File: config.mk
export PLATFORM = sky130hd
export DESIGN_NAME = latch_pair_capture
export DESIGN_NICKNAME = d
export VERILOG_FILES = /design/src/rtl/latch_pair_pkg.sv /design/src/rtl/latch_pair_fifo.sv /design/src/rtl/latch_pair_capture.sv
export SDC_FILE = /design/constraint.sdc
export NUM_CORES = 1
export LEC_CHECK = 0
export ABC_AREA = 1
export CORE_ASPECT_RATIO = 1.5
export CORE_MARGIN = 5
export CORE_UTILIZATION = 31
export CTS_CLUSTER_SIZE = 10
export DETAILED_ROUTE_END_ITERATION = 12
export HOLD_SLACK_MARGIN = 0.15
export PLACE_DENSITY_LB_ADDON = 0.25
export RECOVER_POWER = 25
export SETUP_SLACK_MARGIN = 0.4
export SYNTH_ARGS = -nofsm -noshare
export SYNTH_HDL_FRONTEND = slang
export SYNTH_SLANG_ARGS = --single-unit
File: constraint.sdc
create_clock -name i_clk -period 3.3 [get_ports i_clk]
set_input_delay 0.66 -clock i_clk [delete_from_list [all_inputs] [get_ports i_clk]]
set_output_delay 0.66 -clock i_clk [all_outputs]
set_load 0.01 [all_outputs]
File: src/rtl/latch_pair_pkg.sv
// Shared types for the latch-pair capture stage: phase encoding, entry layout,
// mismatch counter width and its saturating increment.
package latch_pair_pkg;

  typedef enum logic {
    HELD = 1'b0,
    OPEN = 1'b1
  } phase_t;

  localparam int PAIR_W    = 8;
  localparam int MIS_CNT_W = 8;

  typedef struct packed {
    logic [PAIR_W-1:0] a;
    logic [PAIR_W-1:0] b;
    logic              mis;
  } pair_entry_t;

  function automatic logic [MIS_CNT_W-1:0] sat_inc(input logic [MIS_CNT_W-1:0] v);
    if (v == {MIS_CNT_W{1'b1}}) begin
      sat_inc = v;
    end else begin
      sat_inc = v + {{(MIS_CNT_W-1){1'b0}}, 1'b1};
    end
  endfunction

endpackage

File: src/rtl/latch_pair_fifo.sv
// Synchronous FIFO for captured latch pairs; power-of-two depth, type-parameterized
// entries, head data masked to zero while empty, registered full flag.
module latch_pair_fifo #(
  parameter int  DEPTH   = 4,
  parameter type entry_t = latch_pair_pkg::pair_entry_t
) (
  input  logic   clk,
  input  logic   arst,
  input  logic   push,
  input  logic   pop,
  input  entry_t wr_data,
  output entry_t rd_data,
  output logic   empty,
  output logic   full
);

  localparam int PTR_W = $clog2(DEPTH);
  localparam int CNT_W = PTR_W + 1;
  localparam logic [CNT_W-1:0] CNT_ONE  = CNT_W'(1'b1);
  localparam logic [CNT_W-1:0] CNT_FULL = CNT_W'(DEPTH);
  localparam logic [PTR_W-1:0] PTR_ONE  = PTR_W'(1'b1);

  entry_t             mem_r [0:DEPTH-1];
  logic [PTR_W-1:0]   wr_ptr_r;
  logic [PTR_W-1:0]   rd_ptr_r;
  logic [CNT_W-1:0]   count_r;
  logic [CNT_W-1:0]   count_next_s;
  logic               full_r;
  logic               empty_s;
  logic               push_ok_s;
  logic               pop_ok_s;

  assign empty_s = (count_r == {CNT_W{1'b0}});
  assign empty   = empty_s;
  assign full    = full_r;
  assign rd_data = empty_s ? entry_t'({$bits(entry_t){1'b0}}) : mem_r[rd_ptr_r];

  // Qualify requests and derive next occupancy; a push into a full FIFO needs a same-cycle pop
  always_comb begin
    pop_ok_s     = pop & ~empty_s;
    push_ok_s    = push & (~full_r | pop_ok_s);
    count_next_s = count_r;
    case ({push_ok_s, pop_ok_s})
      2'b10:   count_next_s = count_r + CNT_ONE;
      2'b01:   count_next_s = count_r - CNT_ONE;
      default: count_next_s = count_r;
    endcase
  end

  // Pointer, occupancy and full-flag registers
  always_ff @(posedge clk or posedge arst) begin
    if (arst) begin
      wr_ptr_r <= {PTR_W{1'b0}};
      rd_ptr_r <= {PTR_W{1'b0}};
      count_r  <= {CNT_W{1'b0}};
      full_r   <= 1'b0;
    end else begin
      if (push_ok_s) begin
        wr_ptr_r <= wr_ptr_r + PTR_ONE;
      end
      if (pop_ok_s) begin
        rd_ptr_r <= rd_ptr_r + PTR_ONE;
      end
      count_r <= count_next_s;
      full_r  <= (count_next_s == CNT_FULL);
    end
  end

  // Entry storage; contents are don't-care outside the occupied window
  always_ff @(posedge clk) begin
    if (push_ok_s) begin
      mem_r[wr_ptr_r] <= wr_data;
    end
  end

endmodule

File: src/rtl/latch_pair_capture.sv
// Captures the dual-latch pair when the shared enable closes and streams it out.
// Optional saturating mismatch counter: define LATCH_PAIR_CAPTURE_MISMATCH_CNT_EN.
module latch_pair_capture
  import latch_pair_pkg::*;
#(
  parameter int DEPTH = 4,
  parameter int W     = 8
) (
  input  logic           i_clk,
  input  logic           i_arst,
  input  logic           i_en,
  input  logic [W-1:0]   i_a,
  input  logic [W-1:0]   i_b,
  output logic           o_valid,
  input  logic           i_ready,
  output logic [2*W-1:0] o_data,
  output logic           o_mismatch,
  output logic           o_full,
  output logic           o_overflow
`ifdef LATCH_PAIR_CAPTURE_MISMATCH_CNT_EN
  ,
  output logic [MIS_CNT_W-1:0] o_mis_cnt
`endif
);

  typedef struct packed {
    logic [W-1:0] a;
    logic [W-1:0] b;
    logic         mis;
  } entry_t;

  phase_t state_r;
  phase_t state_next_s;
  logic   cap_s;
  logic   mis_s;
  logic   pop_s;
  logic   push_s;
  logic   drop_s;
  logic   empty_s;
  logic   full_s;
  logic   overflow_r;
  entry_t wr_entry_s;
  entry_t rd_entry_s;

  // Phase register doubles as the one-cycle delayed enable
  always_ff @(posedge i_clk or posedge i_arst) begin
    if (i_arst) begin
      state_r <= HELD;
    end else begin
      state_r <= state_next_s;
    end
  end

  // Next phase follows the enable; the capture strobe is the OPEN->HELD transition
  always_comb begin
    state_next_s = state_r;
    cap_s        = 1'b0;
    case (state_r)
      OPEN: begin
        if (i_en) begin
          state_next_s = OPEN;
        end else begin
          state_next_s = HELD;
          cap_s        = 1'b1;
        end
      end
      HELD: begin
        if (i_en) begin
          state_next_s = OPEN;
        end else begin
          state_next_s = HELD;
        end
      end
      default: begin
        state_next_s = HELD;
        cap_s        = 1'b0;
      end
    endcase
  end

  assign mis_s      = (i_a != i_b);
  assign wr_entry_s = '{a: i_a, b: i_b, mis: mis_s};
  assign pop_s      = ~empty_s & i_ready;
  assign push_s     = cap_s & (~full_s | pop_s);
  assign drop_s     = cap_s & full_s & ~pop_s;

  latch_pair_fifo #(
    .DEPTH   (DEPTH),
    .entry_t (entry_t)
  ) u_fifo (
    .clk     (i_clk),
    .arst    (i_arst),
    .push    (push_s),
    .pop     (pop_s),
    .wr_data (wr_entry_s),
    .rd_data (rd_entry_s),
    .empty   (empty_s),
    .full    (full_s)
  );

  // Sticky drop flag, cleared only by reset
  always_ff @(posedge i_clk or posedge i_arst) begin
    if (i_arst) begin
      overflow_r <= 1'b0;
    end else if (drop_s) begin
      overflow_r <= 1'b1;
    end else begin
      overflow_r <= overflow_r;
    end
  end

`ifdef LATCH_PAIR_CAPTURE_MISMATCH_CNT_EN
  logic [MIS_CNT_W-1:0] mis_cnt_r;

  // Counts every mismatched capture, whether stored or dropped
  always_ff @(posedge i_clk or posedge i_arst) begin
    if (i_arst) begin
      mis_cnt_r <= {MIS_CNT_W{1'b0}};
    end else if (cap_s && mis_s) begin
      mis_cnt_r <= sat_inc(mis_cnt_r);
    end else begin
      mis_cnt_r <= mis_cnt_r;
    end
  end

  assign o_mis_cnt = mis_cnt_r;
`endif

  assign o_valid    = ~empty_s;
  assign o_data     = {rd_entry_s.a, rd_entry_s.b};
  assign o_mismatch = rd_entry_s.mis;
  assign o_full     = full_s;
  assign o_overflow = overflow_r;

endmodule
==> out/results.tsv <==
stage	metric	value	unit
status	run_status	complete, no violations	
synth	synth_enable_flop_cells	68	
grt	grt_pass1_vias	2115	
placement	port_buffers	39	
worst_setup_path	worstPathArrival	2070	ps
route	vias	2069	
timing	fin_crit_sh	82.8	%
cells_and_area	antennaDiodeCount	0	
synth	synthTopCellsByArea	edfxtp_1 (61%), nor2_1 (8.9%), dfrtp_1 (7.5%)	
worst_setup_path	start_kind	flip-flop	
synth	synth-simple-area-share	12.5	%
floorplanning	dieWidth	94.7	um
cells_and_area	fin_nets	356	
timing	min_period	2730	ps
synth	synth_xor_area_share	2.36	%
min_path	whs_path_depth	1	
synth	yosysWarnings	0	
timing	relSlewSlack	73.0	%
power_and_ir_drop	vdd_drop_max	316	uV
timing	final_hold_viol_count	0	
floorplanning	io_pins	40	
floorplanning	start_util	31.6	%
synth	synth_fa_ha_area_share	2.48	%
synth	yosysUniqueCellTypes	22	
synth	yosysMostFrequentCell	nor2_1	
synth	ys.flop_type	edfxtp_1	
synth	synth_top_family_by_area	simple AND/OR/NAND/NOR gates	
clock_network	cts_buffers	9	
synth	yosysSeqAreaShare	68.8	%
clock_network	cts_hold_buf	0	
route	ant_nets	0	
synth	synth_area_leader_cell	edfxtp_1	
worst_setup_path	worstPathMaxFanout	36	
clock_network	clk_latency	330	ps
route	wl_per_cell	14.6	um
timing	max_freq	366	MHz
synth	synth_seq_cells	78	
worst_setup_path	r2r_cells	12	
floorplanning	dieHeight	137	um
worst_setup_path	r2r_slack	1200	ps
placement	gp_congestion	0.713	
route	wl	7.01	mm
worst_setup_path	endpoint_kind	primary output	
synth	postSynthCellCount	284	
power_and_ir_drop	p_leak	1.51	nW
synth	synthesis.area	3330	sq um
clock_network	clockBufferDepth	2	
worst_setup_path	worst-setup-path-type	flip-flop to primary output	
grt	overflow	0	
grt	grt_pass1_wl	10.9	mm
run	cap_violations	0	
clock_network	cts_max_level	3	
cells_and_area	final_cells	479	
placement	pre_cts_ws	620	ps
clock_network	cts_setup_buffers	0	
timing	finalClockSkew	5.20	ps
worst_setup_path	slowest_stage	clkdlybuf4s50_1	
floorplanning	core-area	10500	sq um
synth	syn_area_per_cell	11.7	sq um
min_path	min_from	o_overflow	
power_and_ir_drop	pwr_density_cell	909	nW/um^2
clock_network	cts-root-buf	clkbuf_16	
cells_and_area	drive_above_1_share	8.06	%
worst_setup_path	crit_required	2640	ps
grt	grt_usage	11.6	%
min_path	hp-class	flip-flop to flip-flop	
worst_setup_path	reg2reg_to	u_fifo.full	
grt	grt_max_degree	37	
min_path	hold-path-endpoint	o_overflow	
route	vias_per_cell	4.32	
synth	async_flop_share	12.8	%
timing	report.final.slew_viol_count	0	
route	firstDrtPassIters	4	
synth	synth_compound_area_share	8.33	%
synth	synth_top_area_share	61.3	%
timing	setup_viol	0	
synth	syn_nets	310	
placement	place_inst	463	
worst_setup_path	reg2reg_from	u_fifo.count_r[0]	
synth	synth_commonest_cells	nor2_1 (79), edfxtp_1 (68), o21ai_1 (29), a21oi_1 (18), nand2_1 (18)	
cells_and_area	area_delta_synth_final	25.8	%
floorplanning	rows	46	
synth	muxShareOfSynthArea	0	%
timing	fin_hold_ws	485	ps
worst_setup_path	cp_cell_sequence	inv_4, o21ai_1, a21oi_1, clkdlybuf4s50_1	
clock_network	path_clk_slew	60	ps
route	drc	0	
clock_network	clock_sinks	78	
timing	worst_slack	567	ps
route	drtIter0Drc	75	
timing	rsz0062_at_grt	false	
placement	hpwl	4.51	mm
grt	antenna_found_initial	0	
clock_network	cts_tree	built	
floorplanning	die-area	13000	sq um
timing	worst_slew_pin_slew	405	ps
worst_setup_path	cp_slowest_stage_delay	570	ps
timing	tns	0	ps
-- critical path, delay by kind of cell, from the launching register on --
kind                   cells  cell delay [ps]
AOI/OAI and AO/OA          2              350
DFF                        1              490
buffers and inverters      2              890
-- worst max-delay path by stage --
stage          slack [ps]                from                  to
3_3_place_gp          660                i_en         u_fifo.full
3_5_place_dp          620                i_en         u_fifo.full
5_1_grt               420  u_fifo.rd_ptr_r[0]           o_data[7]
4_1_cts               430  u_fifo.rd_ptr_r[0]           o_data[7]
2_1_floorplan        1130                i_en  u_fifo.mem_r[0][0]
6_report              570  u_fifo.rd_ptr_r[0]           o_data[7]
-- flip-flops by register name (all words and copies together) (netlist names) --
name             flops
u_fifo.mem_r        68
u_fifo.count_r       3
u_fifo.rd_ptr_r      2
u_fifo.wr_ptr_r      2
o_overflow           1
state_r              1
u_fifo.full          1
-- logic make-up after synthesis --
kind of cell | Yosys count
compound gates | 55
xor+xnor | 9
fa+ha+maj | 6
buf+inv | 31
flops | 78
simple gates | 105
-- layout by cell type, fill, tap and decap left out --
cell             instances
o21ai_0                  7
dlygate4sd3_1           11
xor2_1                   1
o21ai_1                 29
nand4_1                  1
inv_1                   17
o21bai_1                 1
nand2_4                  1
nor2_1                  79
clkdlybuf4s50_1         28
nand2_2                  3
buf_12                   1
edfxtp_1                68
nand3_1                  3
dfrtp_1                  9
dfrtp_2                  1
a21oi_1                 18
clkbuf_16                9
ha_1                     5
bufinv_16                3
clkbuf_1                 2
inv_4                    2
clkinv_1                 2
fa_1                     1
xnor2_1                  8
nand2_1                 18
buf_4                    6
inv_2                    1
-- layer usage --
layer,up-vias,GRT usage [%],wire length (um),share of wire [%]
li1,1053,-,-,-
met2,29,21.1,3850,55
met4,0,6.02,121,1.7
met1,980,12.3,2810,40
met3,7,2.59,236,3.4
met5,-,0,0,0
-- power by group --
part / leakage (nW) / total (mW) / switching (mW) / internal [mW]
clock: 0.159 / 1.09 / 0.353 / 0.734
combinational: 0.622 / 1.43 / 0.790 / 0.637
sequential: 0.730 / 1.30 / 0.0784 / 1.22
total: 1.51 / 3.81 / 1.22 / 2.59
-- stage by stage --
step           util, %  area, sq um  power [mW]
2_1_floorplan        -         3330        2.20
3_3_place_gp      36.6         3850        2.74
4_1_cts           39.7         4180        3.87
5_1_grt           39.8         4190        4.05
6_report          39.8         4190        3.81
3_5_place_dp      36.6         3850        2.76
-- final cells by class --
class | count | area [sq um]
Tap cell | 144 | 180
Fill cell | 1005 | 6340
Timing Repair Buffer | 46 | 455
Sequential cell | 78 | 2290
Inverter | 20 | 80.1
Clock inverter | 5 | 97.6
Multi-Input combinational cell | 175 | 855
Clock buffer | 11 | 233
-- timing repair --
item,4_1_cts,5_1_grt
endpoints found under the hold margin,0,0
setup endpoints to repair,7,9
resized for setup,1,3
gates cloned,0,0
No activity file was read; power rests on OpenSTA's default activity.
